### src/rtl/rv32i_wb_trace.sv
// rtl/rv32i_wb_trace.sv - commit-trace capture FIFO and framed byte serializer for sam_rv32i
//
// Detects each retirement as a change in npc_i, buffers {npc, wb} records in a
// circular FIFO and streams them as 9-byte frames: SYNC, NPC[31:0] MSB first,
// WB[31:0] MSB first.
//
// Ports:
//   clk      core clock, all state updates on the rising edge
//   RN       synchronous active-low reset
//   npc_i    core NPC output
//   wb_i     core WB_OUT output
//   en_i     capture enable
//   tx_data  stream byte (registered)
//   tx_valid stream byte valid (registered)
//   tx_ready sink accepts byte
//   count    records currently held in the FIFO
//   full     count == DEPTH
//   empty    count == 0
//   ovf_cnt  records dropped because the FIFO was full, saturating

module rv32i_wb_trace #(
  parameter int          DEPTH = 16,
  parameter logic [7:0]  SYNC  = 8'hA5
) (
  input  logic                     clk,
  input  logic                     RN,
  input  logic [31:0]              npc_i,
  input  logic [31:0]              wb_i,
  input  logic                     en_i,
  output logic [7:0]               tx_data,
  output logic                     tx_valid,
  input  logic                     tx_ready,
  output logic [$clog2(DEPTH):0]   count,
  output logic                     full,
  output logic                     empty,
  output logic [15:0]              ovf_cnt
);

  localparam int AW = $clog2(DEPTH);
  localparam int CW = AW + 1;
  localparam logic [AW-1:0] PTR_ONE = 1;
  localparam logic [CW-1:0] CNT_ONE = 1;
  localparam logic [CW-1:0] CNT_MAX = CW'(DEPTH);
  localparam logic [3:0]    IDX_LAST = 4'd8;

  typedef enum logic {IDLE, SEND} state_t;

  state_t        state, state_next;
  logic [31:0]   prev_npc;
  logic [63:0]   mem [DEPTH];
  logic [AW-1:0] wr_ptr, rd_ptr;
  logic [63:0]   sreg;
  logic [3:0]    idx;
  logic          push_req, push_ok, pop;

  assign full     = (count == CNT_MAX);
  assign empty    = (count == '0);
  assign tx_valid = (state == SEND);

  assign push_req = en_i && (npc_i != prev_npc);
  // A pop on the same edge frees the slot being written, so a full FIFO
  // can still accept the record.
  assign push_ok  = push_req && (!full || pop);

  always_comb begin
    state_next = state;
    pop        = 1'b0;
    case (state)
      IDLE: begin
        if (!empty) begin
          pop        = 1'b1;
          state_next = SEND;
        end
      end
      SEND: begin
        if (tx_ready && idx == IDX_LAST) begin
          if (!empty) pop = 1'b1;
          else        state_next = IDLE;
        end
      end
      default: state_next = IDLE;
    endcase
  end

  // Record storage needs no reset; pointers and count define what is valid.
  always_ff @(posedge clk) begin
    if (push_ok) mem[wr_ptr] <= {npc_i, wb_i};
  end

  always_ff @(posedge clk) begin
    if (!RN) begin
      prev_npc <= '0;
      wr_ptr   <= '0;
      rd_ptr   <= '0;
      count    <= '0;
      ovf_cnt  <= '0;
    end else begin
      prev_npc <= npc_i;
      if (push_ok) wr_ptr <= wr_ptr + PTR_ONE;
      if (pop)     rd_ptr <= rd_ptr + PTR_ONE;
      case ({push_ok, pop})
        2'b10:   count <= count + CNT_ONE;
        2'b01:   count <= count - CNT_ONE;
        default: count <= count;
      endcase
      if (push_req && !push_ok && ovf_cnt != 16'hFFFF)
        ovf_cnt <= ovf_cnt + 16'd1;
    end
  end

  // tx_data is loaded with SYNC on a pop, then each accepted byte shifts the
  // next record byte out of the top of sreg.
  always_ff @(posedge clk) begin
    if (!RN) begin
      state   <= IDLE;
      tx_data <= '0;
      sreg    <= '0;
      idx     <= '0;
    end else begin
      state <= state_next;
      if (pop) begin
        sreg    <= mem[rd_ptr];
        tx_data <= SYNC;
        idx     <= '0;
      end else if (state == SEND && tx_ready && idx != IDX_LAST) begin
        tx_data <= sreg[63:56];
        sreg    <= {sreg[55:0], 8'h00};
        idx     <= idx + 4'd1;
      end
    end
  end

endmodule

### config.mk
export PLATFORM = sky130hd
export DESIGN_NAME = rv32i_wb_trace
export DESIGN_NICKNAME = d
export VERILOG_FILES = /design/src/rtl/rv32i_wb_trace.sv
export SDC_FILE = /design/constraint.sdc
export NUM_CORES = 1
export LEC_CHECK = 0
export CELL_PAD_IN_SITES_DETAIL_PLACEMENT = 0
export CELL_PAD_IN_SITES_GLOBAL_PLACEMENT = 2
export CORE_MARGIN = 2
export CORE_UTILIZATION = 30
export CTS_CLUSTER_DIAMETER = 100
export CTS_CLUSTER_SIZE = 14
export DETAILED_ROUTE_END_ITERATION = 7
export GPL_TIMING_DRIVEN = 0
export PLACE_DENSITY = 0.52
export SYNTH_ARGS = -nofsm -noshare
export SYNTH_HDL_FRONTEND = slang
export SYNTH_SLANG_ARGS = --single-unit
### constraint.sdc
create_clock -name clk -period 6.6 [get_ports clk]
set_input_delay 0.66 -clock clk [delete_from_list [all_inputs] [get_ports clk]]
set_output_delay 0.66 -clock clk [all_outputs]
set_load 0.02 [all_outputs]
==> impl_metrics.yaml, run 1 <==
run_status:
  status: "finished, final reports clean"
final_layout:
  diodes: 0
  final-instance-count-excl-fill: 4359
  post-route-cell-area_um2: 51490
  syn_to_final_growth_pct: 15.36
  drive_gt1_frac: 0.2194
  nets: 2450
floorplanning:
  core_um2: 147700
  die_w_um: 389.7
  initial_utilization: 0.3023
  pin_count: 100
  num_rows: 141
  fp.dieH_um: 389.7
  dieArea_um2: 151900
place:
  dp.cells: 4205
  pre_cts_ws_ps: 1153
  hpwl_um: 77800
  gp_congestion: 0.7446
  port-buffer-count: 98
  placed_area_um2: 48820
global_routing:
  grt_pass1_vias: 23040
  overflow: 0
  antenna_found_initial: 7
  grt_pass1_wl_um: 174800
  grt_start_max_net_pins: 38
  gr-usage-all-layers: 0.1639
synth:
  ys_top_cells_by_count: "edfxtp_1 (1024), mux4_2 (320), nand2_1 (165)"
  synthMostInstantiatedCell: "edfxtp_1"
  syn_nets: 2222
  syn_area_um2: 44630
  synth_edf_count: 1024
  synth_top_area_share: 0.6890
  yosys-top-cells-area: "edfxtp_1 (69%), mux4_2 (16%), dfxtp_1 (6.4%), nand2_1 (1.4%), a311oi_1 (1.1%)"
  synthFlopType: "edfxtp_1"
  avgSynthCellArea_um2: 20.84
  synth_area_leader_cell: "edfxtp_1"
  yosysWarningCount: 0
  synth_cell_types: 48
  ys_ff_latch: 1166
  syn_inst: 2142
  async_flop_share: 0
  synth-seq-area-share: 0.7527
route:
  drtAntennaViolNets: 0
  drt_wl_total_um: 123800
  drt-wirelength-per-cell_um: 28.41
  drc: 0
  via_per_inst: 4.931
  firstDrtPassIters: 5
  vias: 21500
  dr.first_iter.drc_count: 1621
timing:
  slew_headroom: 0.1001
  max_freq_mhz: 218.0
  worst_slack_ps: 2013
  setup_viol: 0
  tightest_slew_ps: 1350
  period_needed_ps: 4587
  fin_crit_sh: 0.6951
  finalHoldViolations: 0
  hold-worst-slack_ps: 464.9
  fin_skew_ps: 25.60
  final-max-slew-violation-count: 0
  rsz0062_at_grt: "no"
worst_setup_path:
  path_buf_inv: 6
  critPathMaxFanout: 18
  crit_chain: "clkdlybuf4s50_1, xor2_1, nor4_1, nand4_1, o211ai_1, nor3_2, buf_8, buf_6, buf_6, buf_4, buf_8"
  reg2reg_depth: 10
  cp-end-kind: "flip-flop"
  worstSetupStartpointType: "input port"
  path_class: "in -> reg"
  crit_family: "buffers and inverters"
  reg2reg_from: "prev_npc[3]$_SDFF_PN0_"
  cp.arrival_ps: 5050
  crit_required_ps: 7060
  cp_num_cells: 11
  cpPeakStageDelay_ps: 960
  cp-startpoint: "npc_i[3]"
  cp_slowest_cell: "clkdlybuf4s50_1"
clock_tree:
  cts_buffers: 93
  cts_tree: "built"
  cts.clk_slew.worst_paths_ps: 70
  cts-hold-fix-buffers: 0
  clk_latency_ps: 700
  clockRootBuffer: "clkbuf_16"
  htreeDepth: 3
  ctsResizeCount: 0
  cts.sinks: 1166
  cts_buffer_depth: 3
  cts_setup_buffers: 0
min_path:
  hp-class: "reg -> reg"
  hold_path_depth: 2
  holdCritStartpoint: "sreg[59]$_SDFFE_PN0P_"
pwr:
  cellLeakagePower_nw: 15.56
  vdd_drop_max_mv: 0.2078
  p_per_area_nw_per_um2: 346.6
run:
  drv_cap: 0
metal layers:
layer	global-route usage	vias up	wire, µm	part of all wire
li1	-	9214	-	-
met1	0.2176	11700	54000	0.44
met2	0.2841	413	62740	0.51
met3	0.02292	161	4287	0.035
met4	0.03897	8	2749	0.022
met5	0	-	45	0.00036
cells in the final DEF, fill, tap and decap left out, types with 3 or more instances in the layout:
cell type / instances
edfxtp_1: 1024
mux4_2: 320
nand2_1: 165
dfxtp_1: 142
clkbuf_1: 107
clkdlybuf4s50_1: 98
clkbuf_16: 95
nor2_1: 75
a311oi_1: 56
xor2_1: 41
and2_1: 36
buf_6: 35
a21oi_1: 22
buf_2: 19
buf_1: 15
nand3_1: 15
and3_4: 14
buf_16: 13
buf_12: 12
ha_1: 11
nor4_1: 10
mux2i_1: 10
inv_1: 8
and3_1: 8
o21ai_0: 5
nand4_1: 5
o211ai_1: 5
xnor2_1: 5
or4_1: 4
nor2b_1: 4
nand2b_1: 4
a31oi_1: 4
buf_4: 3
or3_1: 3
a21o_1: 3
tightest hold or removal path: stages (launching register included):
cell and delay, ps:
dfxtp_1 310, nand2_1 50, a21oi_1 50
per-stage QoR:
stage / util / power (mW) / setup TNS [ps]
4_1_cts: 0.3487 / 18.15 / 0
3_3_place_gp: 0.3253 / 12.77 / -1831790
3_5_place_dp: 0.3306 / 12.83 / 0
5_1_grt: 0.3487 / 18.61 / 0
2_1_floorplan: - / 11.25 / 0
6_report: 0.3487 / 17.85 / 0
layout make-up:
| type | count | area [µm²] |
|---|---|---|
| fill | 13710 | 96170 |
| sequential | 1166 | 33590 |
| multi-input combinational | 847 | 10400 |
| clock buffer | 147 | 2572 |
| tap | 1930 | 2415 |
| timing repair buffer | 133 | 1695 |
| buffer | 120 | 693.2 |
| clock inverter | 7 | 90.09 |
| inverter | 9 | 33.78 |
registers in the layout (all words and copies together), names as in the netlist, 5 cells and up, named ones only:
name      flops
mem        1024
sreg         64
prev_npc     32
ovf_cnt      16
tx_data       8
count         5
path summary, 6_finish.rpt:
kind	end	slack (ps)
worst min-delay path	tx_data[3]$_SDFFE_PP0P_	460
worst max-delay path	mem[3][31]$_DFFE_PP_	2010
worst max register to register	mem[3][31]$_DFFE_PP_	2660
worst min register to register	tx_data[3]$_SDFFE_PP0P_	460
report_power, final:
part / leakage (nW) / internal, mW / total (mW) / switching [mW]
Combinational: 3.86 / 1.77 / 4.04 / 2.27
Clock: 1.28 / 2.70 / 5.28 / 2.58
Sequential: 10.4 / 8.36 / 8.53 / 0.171
cells by family after synthesis:
| logic type | after synthesis | synth area share |
|---|---|---|
| AND/OR/NAND/NOR | 351 | 0.03555 |
| adder cells (fa/ha/maj) | 12 | 0.003532 |
| multiplexers | 331 | 0.1640 |
| XOR/XNOR | 46 | 0.009027 |
| flip-flops | 1166 | 0.7527 |
| buffers and inverters | 129 | 0.01626 |
| AO/OA/AOI/OAI | 107 | 0.01895 |
(Power assumes the default switching activity.)
==> inputs of run 2 (changes only) <==
==> constraint.sdc (replaced) <==
create_clock -name clk -period 3.9 [get_ports clk]
set_input_delay 0.39 -clock clk [delete_from_list [all_inputs] [get_ports clk]]
set_output_delay 0.39 -clock clk [all_outputs]
set_load 0.02 [all_outputs]
==> run 2 against run 1 <==
Net effect:
- the run now ends with max-capacitance violations, max-slew violations left
- setup slack got worse by 1800 ps
- die area unchanged
- clock power increased by 71%
- sequential power increased by 69%
- largest power group unchanged
- critical path depth decreased by 2
- sequential cell count unchanged
- design area increased by 0.22%
- largest cell class unchanged
- count of clock-buffer cells in the layout increased by 5
==> impl_metrics.yaml, run 2 (synthesized netlist as in run 1, its figures left out) <==
global_routing:
  grt_pass1_vias: 22970
  grt_pass1_wl_um: 175500
  overflow: 0
  grt_start_max_net_pins: 38
  gr-usage-all-layers: 0.1640
  antenna_found_initial: 12
worst_setup_path:
  cp.arrival_ps: 4030
  cp-end-kind: "flip-flop"
  cp_slowest_cell: "clkdlybuf4s50_1"
  path_buf_inv: 4
  crit_family: "buffers and inverters"
  crit_chain: "clkdlybuf4s50_1, xor2_1, nor4_1, and4_1, a21boi_4, clkbuf_4, and3_4, buf_16, buf_12"
  critPathMaxFanout: 37
  cpPeakStageDelay_ps: 900
  path_class: "in -> reg"
  crit_required_ps: 4280
  worstSetupStartpointType: "input port"
final_layout:
  final_cell_mix: "edfxtp_1 (1024), mux4_2 (320), nand2_1 (165)"
  largest_reg_flops: 1024
  nets: 2453
  largestRegisters: "mem (1024), sreg (64), prev_npc (32)"
  final_common_cell: "edfxtp_1"
  drive_gt1_frac: 0.2199
  post-route-cell-area_um2: 51600
  syn_to_final_growth_pct: 15.62
  utilization: 0.3495
  regMostFlops: "mem"
floorplanning:
  initial_utilization: 0.3023
  die_w_um: 389.7
  core_um2: 147700
  fp.dieH_um: 389.7
  num_rows: 141
  dieArea_um2: 151900
  pin_count: 100
pwr:
  p_per_area_nw_per_um2: 587.7
  vdd_drop_max_mv: 0.3560
  cellLeakagePower_nw: 15.60
  combPwrFrac: 0.226
  p_seq_frac: 0.476
  p_switching_mw: 8.631
  power.internal_mw: 21.69
  p_sw_frac: 0.2846
  p_clk_frac: 0.297
clock_tree:
  cts_buffer_depth: 3
  clk_latency_ps: 720
  htreeDepth: 3
  clockRootBuffer: "clkbuf_16"
  cts_buffers: 93
  cts_tree: "built"
  cts.sinks: 1166
  cts.clk_slew.worst_paths_ps: 70
route:
  drt-met1-wl_um: 56310
  drtAntennaViolNets: 0
  drc: 0
  firstDrtPassIters: 5
  dr.first_iter.drc_count: 1788
  drt-wirelength-per-cell_um: 29.20
  via_per_inst: 4.977
  wl_met3_um: 4834
  vias: 21740
  drt_wl_total_um: 127600
  dr.max_layer_used: "met5"
  route.met2.wl_um: 64570
timing:
  period_needed_ps: 3652
  rsz0062_at_grt: "no"
  final-max-slew-violation-count: 7
  finalHoldViolations: 0
  fin_crit_sh: 0.9363
  tightest_slew_ps: 1592
  setup_viol: 0
  slew_headroom: -0.06502
  max_freq_mhz: 273.8
  hold-worst-slack_ps: 353.0
  fin_skew_ps: 42.95
run_status:
  status: "complete, but fails checks"
  violations: "max-capacitance violations, max-slew violations"
min_path:
  hp-class: "in -> reg"
place:
  hpwl_um: 75910
  gp_congestion: 0.7505
  port-buffer-count: 98
  placed_area_um2: 48810
run:
  drv_cap: 1
## run 2: cell types whose count changed in the layout (fill, tap and decap cells not counted), moves of 3 or more
cell | before | now
buf_12 | 12 | 8
clkbuf_1 | 107 | 112
inv_16 | 0 | 3
buf_16 | 13 | 19
buf_4 | 3 | 6
buf_6 | 35 | 28
clkdlybuf4s50_1 | 98 | 95
and3_2 | 0 | 6
## run 2: worst reg2reg max path, cell delays in order, from the launching register on
cell,delay [ps]
dfxtp_1,350
inv_1,70
ha_1,140
nand3b_1,210
o2111a_2,360
nor2b_1,210
a21boi_4,390
clkbuf_4,430
and3_4,430
buf_16,320
buf_12,280
## run 2: final timing paths
kind / startpoint / end / slack [ps] / cells after the start
setup reg to reg: idx[0]$_SDFFE_PP0P_ / mem[13][23]$_DFFE_PP_ / 320 / 10
hold / removal: npc_i[1] / mem[4][33]$_DFFE_PP_ / 350 / 1
setup / recovery: npc_i[0] / mem[13][23]$_DFFE_PP_ / 250 / 9
hold reg to reg: sreg[59]$_SDFFE_PN0P_ / tx_data[3]$_SDFFE_PP0P_ / 470 / 2
## run 2: layout make-up
type	instances	area (µm²)
Timing Repair Buffer	130	1709
Buffer	120	695.7
Multi-Input combinational cell	853	10460
Antenna cell	1	2.502
Tap cell	1930	2415
Sequential cell	1166	33590
Clock buffer	152	2591
Inverter	9	33.78
Fill cell	13640	96060
Clock inverter	7	107.6
## run 2: timing repair
item | in CTS | in global routing
resized for setup | 2 | 7
setup buffers | 4 | 0
gates cloned | 0 | 6
pin swaps | 3 | 5
hold buffers | 0 | 0
setup endpoints to repair | 92 | 156
hold endpoints to repair | 0 | 0
## run 2: through the flow
step                std cells  TNS (ps)  worst slack (ps)  total power, mW
floorplan                2142         0             261.1            19.03
global placement         4170  -3615790             -3796            21.61
detailed placement       4198   -451510            -977.8            21.72
CTS                      4361         0             9.666            30.78
global route             4367         0             99.63            31.64
finish                   4368         0             248.3            30.33
## run 2: power groups by stage
stage	logic, mW	registers, mW	clock network (mW)
floorplan	4.39	14.6	0
global placement	6.87	14.7	0
detailed placement	7.00	14.7	0
CTS	7.02	14.4	9.31
global route	7.41	14.5	9.72
finish	6.87	14.4	9.01
## run 2: metal layers
| metal | track usage | up-vias |
|---|---|---|
| li1 | - | 9268 |
| met1 | 0.2196 | 11910 |
| met2 | 0.2846 | 430 |
| met3 | 0.02313 | 117 |
| met4 | 0.03319 | 10 |
| met5 | 0 | - |
